### config.mk
export PLATFORM = sky130hd
export DESIGN_NAME = jpeg_qseq
export DESIGN_NICKNAME = d
export VERILOG_FILES = /design/src/rtl/jpeg_qseq_pkg.sv /design/src/rtl/jpeg_qseq_lane.sv /design/src/rtl/jpeg_qseq.sv
export SDC_FILE = /design/constraint.sdc
export NUM_CORES = 2
export LEC_CHECK = 0
export BUFFER_PORTS_ARGS = -buffer_cell sky130_fd_sc_hd__buf_2
export CORE_AREA = 2 2 606 608
export CTS_BUF_LIST = sky130_fd_sc_hd__clkbuf_8 sky130_fd_sc_hd__clkbuf_16
export CTS_CLUSTER_SIZE = 24
export DETAILED_ROUTE_END_ITERATION = 12
export DIE_AREA = 0 0 608 610
export PLACE_DENSITY = 0.53
export REMOVE_ABC_BUFFERS = 1
export SLEW_MARGIN = 20
export SYNTH_ARGS = -nofsm -noshare
export SYNTH_HDL_FRONTEND = slang
export SYNTH_SLANG_ARGS = --single-unit
### constraint.sdc
create_clock -name clk_i -period 9.3 [get_ports clk_i]
set_input_delay 0.465 -clock clk_i [delete_from_list [all_inputs] [get_ports clk_i]]
set_output_delay 0.465 -clock clk_i [all_outputs]
set_load 0.03 [all_outputs]
### src/rtl/jpeg_qseq_pkg.sv
// Shared types and constants for the jpeg_qseq quantisation sequencer.
// Optional build macro used by the design: JPEG_QSEQ_SAT_EN.
package jpeg_qseq_pkg;

  typedef enum logic [1:0] {IDLE, LOAD, QUANT, FLUSH} state_e;

  localparam int OW     = 16;
  localparam int STAGES = 2;

  // Half-LSB of the fixed-point product, added before the arithmetic shift.
  function automatic logic [63:0] rnd_const(input int unsigned sh);
    return (sh == 0) ? 64'd0 : (64'd1 << (sh - 1));
  endfunction

endpackage

### src/rtl/jpeg_qseq_lane.sv
// One multiply/round/saturate lane with a registered 16-bit result.
// JPEG_QSEQ_SAT_EN selects clamping (and a saturation flag) instead of wrap.
module jpeg_qseq_lane
  import jpeg_qseq_pkg::*;
#(
  parameter int CW = 16,
  parameter int RW = 17,
  parameter int SH = 16
) (
  input  logic          clk_i,
  input  logic          rst_i,
  input  logic          vld_i,
  input  logic [CW-1:0] x_i,
  input  logic [RW-1:0] rec_i,
  output logic [OW-1:0] res_o,
  output logic          sat_o
);

  localparam int PW = CW + RW + 1;
  localparam logic signed [PW-1:0] RND = PW'(rnd_const(SH));

  logic signed [PW-1:0] xs, rs, prod, rnd;
  logic        [OW-1:0] res_d, res_q;
  logic                 hi_same;

  assign xs   = PW'($signed(x_i));
  assign rs   = PW'(rec_i);
  assign prod = xs * rs;
  assign rnd  = (prod + RND) >>> SH;

  // Result fits in OW bits only when every bit above the sign is a copy of it.
  assign hi_same = (&rnd[PW-1:OW-1]) | ~(|rnd[PW-1:OW-1]);

`ifdef JPEG_QSEQ_SAT_EN
  assign sat_o = ~hi_same;
  always_comb begin
    res_d = rnd[OW-1:0];
    if (!hi_same) res_d = rnd[PW-1] ? {1'b1, {(OW-1){1'b0}}} : {1'b0, {(OW-1){1'b1}}};
  end
`else
  logic unused_hi;
  assign unused_hi = hi_same;
  assign sat_o     = 1'b0;
  assign res_d     = rnd[OW-1:0];
`endif

  always_ff @(posedge clk_i) begin
    if (rst_i)      res_q <= '0;
    else if (vld_i) res_q <= res_d;
  end

  assign res_o = res_q;

endmodule

### src/rtl/jpeg_qseq.sv
// Quantisation sequencer: row-at-a-time DCT coefficients -> packed 16-bit pairs.
// Build macro JPEG_QSEQ_SAT_EN enables clamping and the sticky ovf_o flag.
module jpeg_qseq
  import jpeg_qseq_pkg::*;
#(
  parameter int N    = 8,
  parameter int CW   = 16,
  parameter int RW   = 17,
  parameter int SH   = 16,
  parameter int NTAB = 2
) (
  input  logic                     clk_i,
  input  logic                     rst_i,
  input  logic                     start_i,
  input  logic [$clog2(NTAB)-1:0]  tab_sel_i,
  input  logic                     row_valid_i,
  output logic                     row_ready_o,
  input  logic [N*CW-1:0]          row_i,
  input  logic                     rec_we_i,
  input  logic [$clog2(NTAB)-1:0]  rec_tab_i,
  input  logic [$clog2(N*N)-1:0]   rec_addr_i,
  input  logic [RW-1:0]            rec_dat_i,
  output logic                     wr_en_o,
  output logic [$clog2(N*N/2)-1:0] wr_addr_o,
  output logic [31:0]              wr_dat_o,
  output logic                     busy_o,
  output logic                     done_o,
  output logic                     ovf_o
);

  localparam int HN    = N / 2;
  localparam int NW    = N * N / 2;
  localparam int TW    = $clog2(NTAB);
  localparam int WAW   = $clog2(NW);
  localparam int RCW   = $clog2(N);
  localparam int KW    = (HN > 1) ? $clog2(HN) : 1;
  localparam int DEPTH = NTAB * NW;
  localparam int RAW   = $clog2(DEPTH);
  localparam logic [KW-1:0]  LAST_K = KW'(HN - 1);
  localparam logic [RCW-1:0] LAST_R = RCW'(N - 1);

  state_e                       state_q;
  logic [TW-1:0]                tab_q;
  logic [RCW-1:0]               row_q;
  logic [KW-1:0]                k_q;
  logic [HN-1:0][1:0][CW-1:0]   coef_q;
  logic                         flush_q, done_q;
  logic                         issue;

  assign issue       = (state_q == QUANT);
  assign row_ready_o = (state_q == LOAD);
  assign busy_o      = (state_q != IDLE);
  assign done_o      = done_q;

  always_ff @(posedge clk_i) begin
    if (rst_i) begin
      state_q <= IDLE;
      tab_q   <= '0;
      row_q   <= '0;
      k_q     <= '0;
      flush_q <= 1'b0;
      done_q  <= 1'b0;
    end else begin
      done_q <= 1'b0;
      case (state_q)
        IDLE: if (start_i) begin
          state_q <= LOAD;
          tab_q   <= tab_sel_i;
          row_q   <= '0;
          k_q     <= '0;
        end
        LOAD: if (row_valid_i) begin
          coef_q  <= row_i;
          k_q     <= '0;
          state_q <= QUANT;
        end
        QUANT: begin
          if (k_q == LAST_K) begin
            k_q <= '0;
            if (row_q == LAST_R) begin
              state_q <= FLUSH;
              flush_q <= 1'b0;
            end else begin
              row_q   <= row_q + 1'b1;
              state_q <= LOAD;
            end
          end else begin
            k_q <= k_q + 1'b1;
          end
        end
        FLUSH: begin
          // Two cycles here let the last pair leave the read and lane stages.
          if (flush_q) begin
            state_q <= IDLE;
            done_q  <= 1'b1;
          end else begin
            flush_q <= 1'b1;
          end
        end
      endcase
    end
  end

  logic [WAW-1:0] waddr;
  logic [RAW-1:0] rd_idx, wr_idx;

  assign waddr  = WAW'(int'(row_q) * HN + int'(k_q));
  assign rd_idx = RAW'(int'(tab_q) * NW + int'(waddr));
  assign wr_idx = RAW'(int'(rec_tab_i) * NW + int'(rec_addr_i >> 1));

  // Even and odd columns live in separate banks so a pair reads in one cycle.
  logic [RW-1:0]          bank_q [2][DEPTH];
  logic [1:0][RW-1:0]     rec_q;

  always_ff @(posedge clk_i) begin
    if (rec_we_i && !busy_o) bank_q[rec_addr_i[0]][wr_idx] <= rec_dat_i;
    for (int l = 0; l < 2; l++) rec_q[l] <= bank_q[l][rd_idx];
  end

  logic [STAGES:1]        vld_pipe_q;
  logic [1:0][CW-1:0]     x_q;
  logic [WAW-1:0]         addr1_q, addr2_q;

  always_ff @(posedge clk_i) begin
    if (rst_i) begin
      vld_pipe_q <= '0;
      x_q        <= '0;
      addr1_q    <= '0;
      addr2_q    <= '0;
    end else begin
      vld_pipe_q <= {vld_pipe_q[STAGES-1:1], issue};
      if (issue) begin
        x_q     <= coef_q[k_q];
        addr1_q <= waddr;
      end
      if (vld_pipe_q[1]) addr2_q <= addr1_q;
    end
  end

  logic [1:0][OW-1:0] res;
  logic [1:0]         sat;

  for (genvar l = 0; l < 2; l++) begin : g_lane
    jpeg_qseq_lane #(.CW(CW), .RW(RW), .SH(SH)) u_lane (
      .clk_i (clk_i),
      .rst_i (rst_i),
      .vld_i (vld_pipe_q[1]),
      .x_i   (x_q[l]),
      .rec_i (rec_q[l]),
      .res_o (res[l]),
      .sat_o (sat[l])
    );
  end

  assign wr_en_o   = vld_pipe_q[STAGES];
  assign wr_addr_o = addr2_q;
  assign wr_dat_o  = res;

`ifdef JPEG_QSEQ_SAT_EN
  logic ovf_q;
  always_ff @(posedge clk_i) begin
    if (rst_i)                           ovf_q <= 1'b0;
    else if (state_q == IDLE && start_i) ovf_q <= 1'b0;
    else if (vld_pipe_q[1] && |sat)      ovf_q <= 1'b1;
  end
  assign ovf_o = ovf_q;
`else
  logic unused_sat;
  assign unused_sat = |sat;
  assign ovf_o      = 1'b0;
`endif

endmodule

==> impl_metrics.toml <==
[cts]
cts.root.buffer_cell = "sky130_fd_sc_hd__clkbuf_16"
cts-resized-gates = 0
cts.path.max_buffers = 4
cts.reportedPaths.clkPinSlew_ns = 0.07
tritoncts = "done"
h_tree_level_count = 4
cts_sinks = 2424
clock_insertion_delay_worst_skew_ns = 0.91
tritoncts.num_buffers = 246

[route]
drc_errors = 0
drtIter0Drc = 4926
wl_per_cell_um = 25.1
ant_nets = 0
num_vias = 54500
dr.pass1.iters = 5
drt_via_density = 4.82
routed_wirelength_mm = 284

[setup_path]
timing.rr.end = "g_lane[0].u_lane.res_o[13]"
timing_worst_setup_path_type = "flip-flop to flip-flop"
peak_per_stage_delay_on_the_critical_path_ns = 0.76
required_ns = 10.12
rr_worst_depth = 19
critPathCaptureType = "flip-flop"
critical_path_fanouts_max = 16
critical_path_arrival_ns = 7.69
crit_slowest_cell = "sky130_fd_sc_hd__dfxtp_1"
crit_path_cell_trace = "nand2_1, fa_1, fa_1, fa_1, inv_1, fa_1, fa_1, inv_1, fa_1, inv_1, ha_1, a21oi_1, o211ai_1, a221oi_1, o211ai_1, a31oi_1, o31ai_2, a2111oi_0, a311o_1"
start_kind = "flip-flop"
timing.critical_path.mode_cell = "sky130_fd_sc_hd__fa_1"
worstReg2RegStart = "rec_q[13]"
reg2reg_setup_slack_ns = 2.43

[final_layout]
commonest_non_fill_non_tap_cells_in_the_layout = "sky130_fd_sc_hd__edfxtp_1, sky130_fd_sc_hd__mux4_2, sky130_fd_sc_hd__inv_1, sky130_fd_sc_hd__fa_1, sky130_fd_sc_hd__nand2_1"
multi_input_comb_area_um2 = 34500
layout_commonest_cell = "sky130_fd_sc_hd__edfxtp_1"
drive_gt1_frac = 0.241
layout.area.seq_um2 = 71600
syn_to_final_growth_pct = 15.5
layout.cell_area.non_filler_um2 = 126000
final_nets = 7082
num-fill-cells = 34200

[grt]
grt_max_degree = 131
grt_overflow = 0
global_route_wire_length_before_repair_mm = 414
groute.usage.overall = 0.152
grt_pass1_vias = 58100
antenna_found_initial = 33

[hold_path]
hold_path_endpoint = "bank_q[1][432]"
timing.hold.worst_path_depth = 1
hold_path_startpoint = "rec_dat_i[7]"
classification_of_the_worst_slack_hold_path = "primary input to flip-flop"

[floorplanning]
die_h_um = 610
die-area_um2 = 371000
rows = 222
core_box_area_um2 = 364000
initial_core_util = 0.299
chipWidth_um = 608
io_pins = 200

[place]
dp_hpwl_mm = 173
portBuffers = 198
globalplace.congestion = 0.815
dpl_cell_area_um2 = 116000

[yosys]
synth_top_cell_by_area = "sky130_fd_sc_hd__edfxtp_1"
synthesis.area_per_instance_um2 = 18.7
synth.cell_area_um2 = 109000
synth-async-reset-ratio = 0
post_synth_main_area_contributors = "sky130_fd_sc_hd__edfxtp_1, sky130_fd_sc_hd__mux4_2, sky130_fd_sc_hd__fa_1, sky130_fd_sc_hd__ha_1, sky130_fd_sc_hd__dfxtp_1"
ys.warnings.count = 0
synth_top_area_share = 0.636
synth_cell_type_count = 63
cell_count_after_synthesis = 5829
yosys_register_bits = 2424
yosys_most_used_dff = "sky130_fd_sc_hd__edfxtp_1"
synth-edff-count = 2304
synth_sequential_area_ratio = 0.658

[sta]
report.final.hold_viol_count = 0
max_freq_mhz = 146
min_period_over_period = 0.739
finalMaxSlewViolations = 0
timing.final.crit_period_ns = 6.87
unrepaired_setup_endpoints_after_global_routing = "false"
tns_ns = 0
setup_viols_final = 0
clock_skew_ns = 0.108
worst_slew_margin_rel = 0.261
worstMarginPinSlew_ns = 1.11
timing.hold.ws_ns = 0.0873

[power]
power.ir.vdd_worst_mv = 0.186
static-leakage-power_nw = 42.0
power_per_cell_area_nw_per_um2 = 193

[status]
outcome = "complete, no violations"

[run]
max_cap_violations = 0
critical path: cells and delay by family, from the launching register on:
| family | cells | cell delay [ns] |
|---|---|---|
| adder cells (fa/ha/maj) | 7 | 3.38 |
| AO/OA/AOI/OAI | 8 | 2.34 |
| flip-flops | 1 | 0.76 |
| AND/OR/NAND/NOR | 1 | 0.17 |
| buffers and inverters | 3 | 0.15 |
cells in the mapped netlist, drive strengths merged, types with 8 or more instances:
cell,number
nor2b,8
and2,254
fa,414
mux4,742
nor2,195
ha,225
a21o,14
nand4,19
o21ai,32
mux2i,15
dfxtp,120
nand2,392
xnor2,19
nor3,8
inv,527
nand2b,28
edfxtp,2304
nand3,25
xor2,11
a21oi,84
o21bai,9
clkbuf,205
buf,82
metal layers:
metal	GRT usage	up-vias	part of all wire
li1	-	23100	-
met1	0.209	29600	0.44
met2	0.255	1483	0.49
met3	0.0233	305	0.057
met4	0.0298	8	0.017
met5	0	-	0.00016
metrics by stage:
| step | total power [mW] | utilization | cells | setup WS [ns] |
|---|---|---|---|---|
| finish | 24.3 | 0.345 | 11300 | 2.43 |
| global route | 25.2 | 0.345 | 11300 | 1.90 |
| CTS | 24.6 | 0.345 | 11300 | 2.43 |
| detailed placement | 14.9 | 0.320 | 10700 | 2.47 |
| global placement | 14.9 | 0.320 | 10700 | 2.52 |
| floorplan | 14.5 | - | 5542 | -16.15 |
repair_timing:
action,in CTS,in global routing
buffers inserted,0,0
endpoints found under the setup margin,0,0
hold endpoints to repair,175,0
hold buffers,137,0
report_power, final:
group / total (mW) / switching (mW) / leakage (nW) / internal [mW]
sequential: 12.2 / 0.186 / 21.7 / 12.0
combinational: 2.50 / 1.47 / 16.3 / 1.03
clock: 9.61 / 4.14 / 4.00 / 5.46
cell families (layout without fill, tap and decap cells):
kind of cell,Yosys count,after routing,synth area share
AO/OA/AOI/OAI,199,199,0.0115
flip-flops,2424,2424,0.658
other,1,6,0.0000345
XOR/XNOR,30,30,0.00241
AND/OR/NAND/NOR,962,962,0.0418
multiplexers,760,760,0.155
buffers and inverters,814,1471,0.0291
adder cells (fa/ha/maj),639,639,0.102
worst max path at each step:
stage	start	end	slack (ns)	cells past startpoint
finish	rec_q[13]	g_lane[0].u_lane.res_o[13]	2.43	19
floorplan	k_q[0]	rec_q[15]	-16.15	5
global route	rec_q[10]	g_lane[0].u_lane.res_o[13]	1.90	19
detailed placement	rec_q[10]	g_lane[0].u_lane.res_o[13]	2.47	19
CTS	rec_q[10]	g_lane[0].u_lane.res_o[13]	2.43	19
global placement	rec_q[7]	g_lane[0].u_lane.res_o[13]	2.52	21
registers in the layout, summed over array words and instances (netlist names), 2 cells and up:
| name | count |
|---|---|
| k_q | 2 |
| vld_pipe_q | 2 |
| addr1_q | 5 |
| bank_q | 2176 |
| wr_addr_o | 5 |
| rec_q | 34 |
| coef_q | 128 |
| state_q | 2 |
| row_q | 3 |
| g_lane.u_lane.res_o | 32 |
| x_q | 32 |
area by class of cell:
type,count,share of cell area
flip-flops and latches,2424,0.570
multi-input cells,2591,0.274
clock buffers,249,0.0496
well taps,4816,0.0479
repair buffers,495,0.0301
inverters,527,0.0157
clock inverters,200,0.0122
diodes,5,0.0000996
No activity file was read; power rests on OpenSTA's default activity.
